## src/rtl/fb_pkg.sv

```systemverilog
// fb_pkg: shared constants, FSM state type and pixel-address helper for the
// frame-buffer writer (fb_writer) and its rectangle walker.
package fb_pkg;

   localparam int H_RES   = 640;
   localparam int V_RES   = 480;
   localparam int ADDR_W  = 20;
   localparam int COLOR_W = 5;

   typedef enum logic [2:0] {
      IDLE,
      ACCEPT,
      WRITE,
      HOLD,
      ADV,
      DONE
   } fb_wr_state_t;

   // Linear word address of pixel (x, y) in the row-major frame buffer.
   function automatic logic [ADDR_W-1:0] pix_addr(input logic [9:0] x, input logic [9:0] y);
      return ADDR_W'(y) * ADDR_W'(H_RES) + ADDR_W'(x);
   endfunction

endpackage

```

## src/rtl/fb_writer_rect_walker.sv

```systemverilog
// rect_walker: holds the latched rectangle geometry and walks it row-major,
// producing the current word address plus clip and last-pixel flags.
module rect_walker
   import fb_pkg::*;
(
   input  logic              Clk,
   input  logic              Reset,
   input  logic              launch,
   input  logic              advance,
   input  logic [9:0]        startx,
   input  logic [9:0]        starty,
   input  logic [9:0]        sizex,
   input  logic [9:0]        sizey,
   output logic [ADDR_W-1:0] addr,
   output logic              clip,
   output logic              last
);

   logic [9:0]        startx_q, starty_q, sizex_q, sizey_q;
   logic [9:0]        xcnt, ycnt;
   logic [ADDR_W-1:0] row_base;
   logic              x_end, y_end;
   logic [10:0]       xpos, ypos;

   // Geometry is data only: captured at launch, no reset needed.
   always_ff @(posedge Clk) begin
      if (launch) begin
         startx_q <= startx;
         starty_q <= starty;
         sizex_q  <= sizex;
         sizey_q  <= sizey;
      end
   end

   // Row-major walk; counters hold on the final pixel instead of wrapping.
   always_ff @(posedge Clk or posedge Reset) begin
      if (Reset) begin
         xcnt     <= '0;
         ycnt     <= '0;
         row_base <= '0;
      end else if (launch) begin
         xcnt     <= '0;
         ycnt     <= '0;
         row_base <= pix_addr(startx, starty);
      end else if (advance) begin
         if (x_end) begin
            if (!y_end) begin
               xcnt     <= '0;
               ycnt     <= ycnt + 10'd1;
               row_base <= row_base + ADDR_W'(H_RES);
            end
         end else begin
            xcnt <= xcnt + 10'd1;
         end
      end
   end

   assign x_end = (xcnt == sizex_q - 10'd1);
   assign y_end = (ycnt == sizey_q - 10'd1);
   assign last  = x_end & y_end;

   // One extra bit so positions past the right/bottom edge do not alias.
   assign xpos = {1'b0, startx_q} + {1'b0, xcnt};
   assign ypos = {1'b0, starty_q} + {1'b0, ycnt};
   assign clip = (xpos >= 11'(H_RES)) | (ypos >= 11'(V_RES));

   assign addr = row_base + ADDR_W'(xcnt);

endmodule

```

## src/rtl/fb_writer.sv

```systemverilog
// fb_writer: SRAM-side rectangle writer for the frame buffer. One pixel per
// 16-bit word, row-major; owns the bus only while sram_grant is high.
// Optional constant-colour fill mode is enabled by defining FB_WRITER_FILL_EN.
module fb_writer
   import fb_pkg::*;
(
   input  logic               Clk,
   input  logic               Reset,
`ifdef FB_WRITER_FILL_EN
   input  logic               fill_en,
   input  logic [COLOR_W-1:0] fill_color,
`endif
   input  logic               start,
   input  logic [9:0]         startx,
   input  logic [9:0]         starty,
   input  logic [9:0]         sizex,
   input  logic [9:0]         sizey,
   input  logic [COLOR_W-1:0] px_data,
   input  logic               px_valid,
   output logic               px_ready,
   input  logic               sram_grant,
   output logic               sram_req,
   output logic [ADDR_W-1:0]  sram_addr,
   output logic [15:0]        sram_wdata,
   output logic               sram_dq_oe,
   output logic               sram_we_n,
   output logic               busy,
   output logic               done
);

   fb_wr_state_t       state;
   logic               start_q;
   logic               launch, advance, transfer;
   logic               fill_q;
   logic [COLOR_W-1:0] fill_color_q;
   logic [COLOR_W-1:0] pix;
   logic [ADDR_W-1:0]  walk_addr;
   logic               walk_clip, walk_last;

`ifdef FB_WRITER_FILL_EN
   // Fill mode and colour are captured together with the rectangle.
   always_ff @(posedge Clk or posedge Reset) begin
      if (Reset) begin
         fill_q       <= 1'b0;
         fill_color_q <= '0;
      end else if (launch) begin
         fill_q       <= fill_en;
         fill_color_q <= fill_color;
      end
   end
`else
   assign fill_q       = 1'b0;
   assign fill_color_q = '0;
`endif

   assign launch   = (state == IDLE) & start & ~start_q;
   assign advance  = (state == ADV);
   // Ready follows the grant combinationally so a revoked grant stalls at once.
   assign px_ready = (state == ACCEPT) & sram_grant & ~fill_q;
   assign transfer = (state == ACCEPT) & sram_grant & (fill_q | px_valid);
   assign pix      = fill_q ? fill_color_q : px_data;

   rect_walker u_walker (
      .Clk     (Clk),
      .Reset   (Reset),
      .launch  (launch),
      .advance (advance),
      .startx  (startx),
      .starty  (starty),
      .sizex   (sizex),
      .sizey   (sizey),
      .addr    (walk_addr),
      .clip    (walk_clip),
      .last    (walk_last)
   );

   // Write FSM: ACCEPT -> WRITE -> HOLD -> ADV per pixel, ACCEPT -> ADV when clipped.
   always_ff @(posedge Clk or posedge Reset) begin
      if (Reset) begin
         state      <= IDLE;
         start_q    <= 1'b0;
         sram_addr  <= '0;
         sram_wdata <= '0;
         sram_dq_oe <= 1'b0;
         sram_we_n  <= 1'b1;
         sram_req   <= 1'b0;
         busy       <= 1'b0;
         done       <= 1'b0;
      end else begin
         start_q <= start;
         case (state)
            IDLE: begin
               if (launch) begin
                  done     <= 1'b0;
                  busy     <= 1'b1;
                  sram_req <= 1'b1;
                  state    <= (sizex == 10'd0 || sizey == 10'd0) ? DONE : ACCEPT;
               end
            end
            ACCEPT: begin
               if (transfer) begin
                  sram_addr  <= walk_addr;
                  sram_wdata <= {{(16-COLOR_W){1'b0}}, pix};
                  if (walk_clip) begin
                     state <= ADV;
                  end else begin
                     // we_n and dq_oe assert together so we_n is never low with the bus floating.
                     sram_dq_oe <= 1'b1;
                     sram_we_n  <= 1'b0;
                     state      <= WRITE;
                  end
               end
            end
            WRITE: begin
               sram_we_n <= 1'b1;
               state     <= HOLD;
            end
            HOLD: begin
               state <= ADV;
            end
            ADV: begin
               sram_dq_oe <= 1'b0;
               state      <= walk_last ? DONE : ACCEPT;
            end
            DONE: begin
               done     <= 1'b1;
               busy     <= 1'b0;
               sram_req <= 1'b0;
               state    <= IDLE;
            end
            default: state <= IDLE;
         endcase
      end
   end

endmodule

```

## config.mk

```make
export PLATFORM = sky130hd
export DESIGN_NAME = fb_writer
export DESIGN_NICKNAME = d
export VERILOG_FILES = /design/src/rtl/fb_pkg.sv /design/src/rtl/fb_writer_rect_walker.sv /design/src/rtl/fb_writer.sv
export SDC_FILE = /design/constraint.sdc
export NUM_CORES = 1
export LEC_CHECK = 0
export CORE_MARGIN = 3
export CORE_UTILIZATION = 40
export DETAILED_ROUTE_END_ITERATION = 7
export PLACE_DENSITY_LB_ADDON = 0.08
export SYNTH_ARGS = -nofsm -noshare
export SYNTH_HDL_FRONTEND = slang
export SYNTH_SLANG_ARGS = --single-unit
```

## constraint.sdc

```tcl
create_clock -name Clk -period 4.3 [get_ports Clk]
set_input_delay 0.43 -clock Clk [delete_from_list [all_inputs] [get_ports Clk]]
set_output_delay 0.43 -clock Clk [all_outputs]
set_load 0.01 [all_outputs]
```

# [Word level (Yosys, flattened, before mapping)]
# Index checks and enable logic that the tools add are counted.
# W data, S select, Z words.
[word_totals] reg_bits=113 latchBits=0 mem_bits_rw=0 rom_bits=0 inputBits=50 output_inout_bits=42 elab_cells=90 mem_count=0
[classes] add_sub_neg=9 n_mul=1 div_mod_pow=0 order_cmp=2 eq_ne=12 shift=0 n_mux=28 bitwise_logic=7 n_reduce_logical=16
[ops] operator="$mux W10" n=8
[ops] operator="$mux W20" n=4
[ops] operator="$add A20 B10 Y20" n=2
[ops] operator="$add A10 B10 Y11" n=2
[ops] operator="$add A10 B1 Y10 const B" n=2
[ops] operator="$add A20 B10 Y20 const B" n=1
[ops] operator="$eq A10 B10 Y1" n=2
[ops] operator="$logic_not A10 Y1" n=2
[ops] operator="$sub A10 B1 Y10 const B" n=2
[ops] operator="$mux W3" n=5
[ops] operator="$pmux W3 S5" n=1
[ops] operator="$mul A10 B3 Y13 const B" n=1
[ops] operator="$ge A11 B10 Y1 const B" n=1
[ops] operator="$ge A11 B9 Y1 const B" n=1
[ops] operator="$reduce_bool A2 Y1" n=5
[ops] operator="$reduce_and A3 Y1" n=3
[ops] operator="$ne A2 B2 Y1 const B" n=4
[ops] operator="$pmux W1 S2" n=4
[ops] operator="$reduce_and A2 Y1" n=4
[ops] operator="$eq A3 B2 Y1 const B" n=2
[ops] operator="$eq A3 B3 Y1 const B" n=2
[ops] operator="$mux W1" n=6
[ops] operator="$and A1 B1 Y1" n=5
[ops] operator="$eq A3 B1 Y1 const B" n=1
[ops] operator="5 further kinds" n=5

# [Depth between registers and ports, before layout]
[logic_depth] ltp_word=6 ltp_mapped=13 ltp_nobuf=13

# [By module]
# A second synthesis with hierarchy kept.
[hier_totals] cells_unflattened=686 area_unflattened_um2=7319.5
[by_module_without_submodules] mod="rect_walker" n_inst=1 cells_each=571 area_per_inst_um2=5770.5 seq_area_each_um2=2202.1
[by_module_without_submodules] mod="fb_writer" n_inst=1 cells_each=115 area_per_inst_um2=1549.0 seq_area_each_um2=827.0

# [Least setup slack after synthesis]
# No wires, ideal clock.
[synth_path] path_type="input to register" from="input start" to="register u_walker.sizex_q[0], enable pin" setup_time_ns=0.420 arrival_ns=2.705 required_time_ns=3.880 path_slack_ns=1.175 stages=5 n_path_buf=2 cell_sequence="nor2b_1 nand3_1 inv_1 clkbuf_1 clkbuf_1"
[synth_between] elab_chain_cells=2
[synth_rtl] item="start, declared" line="fb_writer.sv:13" rtl="input logic start,"
[synth_rtl] item="$and A1 B1 Y1 (2 in series)" line="fb_writer.sv:56" rtl="assign launch = (state == IDLE) & start & ~start_q;"
[synth_rtl] item="named net launch" line="fb_writer.sv:33" rtl="logic launch, advance, transfer;"
[synth_rtl] item="end signal, assigned" line="fb_writer_rect_walker.sv:30" rtl="sizex_q <= sizex;"
[synth_rtl] item="end, declared" line="fb_writer_rect_walker.sv:19" rtl="logic [9:0] startx_q, starty_q, sizex_q, sizey_q;"
# The timed path passes the listed nets, and every way through them passes these cells.
# A chain may end at the register's enable or synchronous reset.

# [Final worst setup path]
[layout_path] from="register u_walker.sizex_q[0]" to="register u_walker.ycnt[7]"
[layout_between] elab_chain_cells=4
[layout_rtl] item="$sub A10 B1 Y10" line="fb_writer_rect_walker.sv:58" rtl="assign x_end = (xcnt == sizex_q - 10'd1);"
[layout_rtl] item="$eq A10 B10 Y1" line="fb_writer_rect_walker.sv:58"
[layout_rtl] item="$reduce_bool A2 Y1 (no source line)"
[layout_rtl] item="$reduce_and A3 Y1 (no source line)"
[layout_rtl] item="end signal, assigned" line="fb_writer_rect_walker.sv:49" rtl="ycnt <= ycnt + 10'd1;"
[layout_rtl] item="end, declared" line="fb_writer_rect_walker.sv:20" rtl="logic [9:0] xcnt, ycnt;"
# No other way between the ends.

==> results_tabular.tex <==
\begin{tabular}{lr}
\hline
Metric & Value \\
\hline
\multicolumn{2}{l}{\textbf{Floorplan}} \\
Starting utilization of the core area & 41.1\% \\
Number of primary I/O pins & 92 \\
Core footprint & 17400 um2 \\
Die Footprint & between 15000 and 20000 um2 \\
X dimension of the die & $\sim$140 um \\
Standard-cell rows & between 40 and 50 \\
Vertical die dimension & 139 um \\
\multicolumn{2}{l}{\textbf{Layout}} \\
Area growth syn-to-layout & 22.9\% \\
Antenna fix cells & 0 \\
Fin cells & 1054 \\
Nets@finish & 925 \\
Fillers & around 1600 \\
Leading cell types in the layout, fill and taps excluded & sky130\_fd\_sc\_hd\_\_nand2\_1 (82), sky130\_fd\_sc\_hd\_\_clkdlybuf4s50\_1 (80), sky130\_fd\_sc\_hd\_\_dfrtp\_1 (72) \\
Most common cell after layout, fill and taps aside & sky130\_fd\_sc\_hd\_\_nand2\_1 \\
Layout cell share with drive strength beyond 1 & 8.20\% \\
\multicolumn{2}{l}{\textbf{Timing}} \\
Maximum clock rate & 0.285 GHz \\
Unrepaired setup endpoints after global routing & no \\
Clock period minus final worst setup slack & around 3.5 ns \\
Post-route setup TNS & 0 ns \\
Count of pins over their slew limit & 0 \\
Final period util & 81.6\% \\
Number of endpoints with negative hold slack in the final report & 0 \\
Final count of negative-setup-slack endpoints & 0 \\
Final clock skew & 0.0127 ns \\
Slew at the pin with the worst max-slew slack & about 1.1 ns \\
Max-slew headroom at the worst pin & 27.6\% \\
\multicolumn{2}{l}{\textbf{Clock tree}} \\
Post-CTS setup buffers & 0 \\
Number of hold buffers added after CTS & 0 \\
Post-CTS resize count & 0 \\
Htree depth & 4 \\
Maximum number of buffers from clock root to sink & 2 \\
Clock Pin Slew Worst Setup and Hold Paths & 0.05 ns \\
CTS Sinks & 113 \\
Clock buffer count from CTS & 17 \\
TritonCTS clock tree & built \\
Clock latency on the worst-skew pair & 0.41 ns \\
Root buffer cell & sky130\_fd\_sc\_hd\_\_clkbuf\_16 \\
\multicolumn{2}{l}{\textbf{Synth}} \\
Synth warnings & 0 \\
Syn Inst Count & 727 \\
Sequential-to-total area share from yosys stat & 42.5\% \\
Number of different library cells in the post-synthesis netlist & 61 \\
Netlist area before placement & 7130 um2 \\
\#FFs+latches synth & 113 \\
Syn Area/Cell & 9.80 um2 \\
Top\_reg\_cell synth & sky130\_fd\_sc\_hd\_\_dfrtp\_1 \\
Proportion of register bits with asynchronous set or reset after synthesis & 64.6\% \\
EDFF count, synth & 40 \\
\multicolumn{2}{l}{\textbf{Global routing}} \\
GRT Resource Usage Total & about 18\% \\
Pin count of the biggest net entering global routing & 48 \\
Residual overflow from global routing & 0 \\
Vias in the first global route & $\sim$5600 \\
Initial antenna violation count & 0 \\
Global-route wire length before repair & 27800 um \\
\multicolumn{2}{l}{\textbf{Place}} \\
Number of buffers inserted by port buffering & 80 \\
Final weighted congestion in routability-driven placement & approximately 0.84 \\
HPWL after detailed placement & around 12000 um \\
Post-Place Cells & approximately 1000 \\
\multicolumn{2}{l}{\textbf{Detailed routing}} \\
Initial DRT Pass Iterations & 5 \\
Total number of vias & 5493 \\
Residual DRC & 0 \\
Overall routed net length & 16400 um \\
Count of nets left with antenna violations after detail routing & 0 \\
Via-to-Cell Ratio & about 5.2 \\
Initial detailed-routing violation count & 295 \\
Detailed-route wire length per cell & between 15 and 20 um \\
\multicolumn{2}{l}{\textbf{Setup path}} \\
Critical Path Start Type & register \\
Setup Crit Path Kind & reg2reg \\
Crit path max fanout & 15 \\
Data required time of the worst path & 4.59 ns \\
Crit path DAT & 3.80 ns \\
CP endpoint kind & register \\
\multicolumn{2}{l}{\textbf{Outcome}} \\
Outcome & finished, final reports clean \\
\multicolumn{2}{l}{\textbf{Power and ir drop}} \\
Power density of the placed cells & 595 nW/um2 \\
Leakage & 3.62 nW \\
IR Drop Worst-Case VDD & 356 uV \\
Final Power & around 5.2 mW \\
\multicolumn{2}{l}{\textbf{Min path}} \\
Worst hold path type & reg2reg \\
\multicolumn{2}{l}{\textbf{Job}} \\
Number of maximum-capacitance violations & 0 \\
\hline
\end{tabular}
## layer usage
metal / track usage [%] / wire (um) / vias up / part of all wire [%]
met4: 3.96 / 98 / 0 / 0.60
met2: 28.8 / 7970 / 104 / 48
met5: 0 / 0 / - / 0
met3: 4.33 / 590 / 12 / 3.6
met1: 23.6 / 7790 / 2633 / 47
li1: - / - / 2744 / -
## flip-flops by register name (all words and copies together) (netlist names), 3 cells and up
name and cells:
state 3, u_walker.row_base 20, sram_addr 20, u_walker.startx_q 10, u_walker.starty_q 10, u_walker.sizey_q 10, u_walker.sizex_q 10, u_walker.ycnt 10
sram_wdata 5, u_walker.xcnt 10
## critical path: stages (launching register included)
cell and delay, ns:
sky130_fd_sc_hd__edfxtp_1 0.45, sky130_fd_sc_hd__inv_1 0.09, sky130_fd_sc_hd__ha_1 0.26, sky130_fd_sc_hd__nor4b_1 0.50, sky130_fd_sc_hd__a31oi_1 0.16, sky130_fd_sc_hd__a221oi_1 0.32
sky130_fd_sc_hd__nor3_1 0.13, sky130_fd_sc_hd__nor4_4 0.34, sky130_fd_sc_hd__nand3b_2 0.41, sky130_fd_sc_hd__buf_4 0.34, sky130_fd_sc_hd__nor3_2 0.21, sky130_fd_sc_hd__xnor2_1 0.14
sky130_fd_sc_hd__nor2_1 0.05
## final timing paths
kind	from	to	slack, ns	depth (start not counted)
min in group asynchronous	Reset	sram_wdata[1]	0.61	2
worst max register to register	u_walker.sizex_q[0]	u_walker.ycnt[7]	0.79	12
worst max-delay path	u_walker.sizex_q[0]	u_walker.ycnt[7]	0.79	12
worst min-delay path	sram_addr[5]	sram_addr[5]	0.47	2
worst min register to register	sram_addr[5]	sram_addr[5]	0.47	2
max in group asynchronous	Reset	u_walker.row_base[16]	2.73	3
## final cells by class
type                            count  area (um2)  share of cell area (%)
Tap cell                          225         282                    3.22
Multi-Input combinational cell    565        3860                    44.1
Inverter                           31         116                    1.33
Clock inverter                     12         164                    1.87
Timing Repair Buffer               88         861                    9.83
Sequential cell                   113        3030                    34.6
Clock buffer                       20         447                    5.10
## report_power, final
group	internal (mW)	switching, mW	leakage [nW]
clock	0.975	0.493	0.289
combinational	0.950	0.998	2.06
sequential	1.45	0.343	1.27
## synthesized netlist by cell type, types with 2 or more instances
cell type                   count  share of area [%]
sky130_fd_sc_hd__nor2b_1       10               0.88
sky130_fd_sc_hd__mux2i_1        4               0.56
sky130_fd_sc_hd__o211ai_1       3               0.32
sky130_fd_sc_hd__or2_2          5               0.44
sky130_fd_sc_hd__nor2_1        52                2.7
sky130_fd_sc_hd__a211o_1        2               0.25
sky130_fd_sc_hd__o22ai_1        3               0.26
sky130_fd_sc_hd__o21ai_0       42                2.9
sky130_fd_sc_hd__ha_1          54                9.5
sky130_fd_sc_hd__or3_1          5               0.44
sky130_fd_sc_hd__a21oi_1       43                3.0
sky130_fd_sc_hd__dfrtp_1       72                 25
sky130_fd_sc_hd__a21o_1         5               0.53
sky130_fd_sc_hd__o21bai_1       2               0.21
sky130_fd_sc_hd__nor3_2         5               0.70
sky130_fd_sc_hd__and3_1        10               0.88
sky130_fd_sc_hd__clkbuf_1      11               0.58
sky130_fd_sc_hd__and4_1         2               0.25
sky130_fd_sc_hd__nand3_1       15                1.1
sky130_fd_sc_hd__nand2b_1      13                1.1
sky130_fd_sc_hd__fa_1           5                1.4
sky130_fd_sc_hd__buf_1          2               0.11
sky130_fd_sc_hd__xor2_1        35                4.3
sky130_fd_sc_hd__nor4_1         9               0.79
sky130_fd_sc_hd__o21a_1         5               0.53
sky130_fd_sc_hd__a311oi_1       2               0.25
sky130_fd_sc_hd__or4_1          2               0.21
sky130_fd_sc_hd__nor4b_1        4               0.49
sky130_fd_sc_hd__o21ai_1        7               0.49
sky130_fd_sc_hd__o31ai_1        3               0.32
sky130_fd_sc_hd__nand2_1       82                4.3
sky130_fd_sc_hd__a2111oi_0      3               0.37
sky130_fd_sc_hd__nand3b_1       2               0.21
sky130_fd_sc_hd__nor3_1        19                1.3
sky130_fd_sc_hd__a31oi_1       17                1.5
sky130_fd_sc_hd__buf_4         12                1.3
sky130_fd_sc_hd__xnor2_1       50                6.1
sky130_fd_sc_hd__nand4_1        5               0.44
sky130_fd_sc_hd__nor3b_2        5               0.88
sky130_fd_sc_hd__buf_2          2               0.14
sky130_fd_sc_hd__inv_1         31                1.6
sky130_fd_sc_hd__mux2_2         8                1.3
sky130_fd_sc_hd__a211oi_1       2               0.21
sky130_fd_sc_hd__edfxtp_1      40                 17
## per-stage QoR
step	area [um2]	worst slack (ns)	util, %	hold WS (ns)
5_1_grt	8760	0.399	50.4	0.491
4_1_cts	8760	0.762	50.4	0.469
2_1_floorplan	7160	1.17	-	0.452
3_3_place_gp	8150	0.869	46.9	0.466
3_5_place_dp	8150	0.774	46.9	0.468
6_report	8760	0.792	50.4	0.473
## cell families after synthesis
| kind of cell | Yosys count | synth area share (%) |
|---|---|---|
| AND/OR/NAND/NOR | 255 | 18.7 |
| AO/OA/AOI/OAI | 143 | 11.7 |
| flip-flops | 113 | 42.5 |
| XOR/XNOR | 85 | 10.4 |
| adder cells (fa/ha/maj) | 59 | 10.9 |
| buffers and inverters | 59 | 3.88 |
| multiplexers | 12 | 1.83 |
| other | 1 | 0.0526 |
Power figures use the tool's default switching activity.
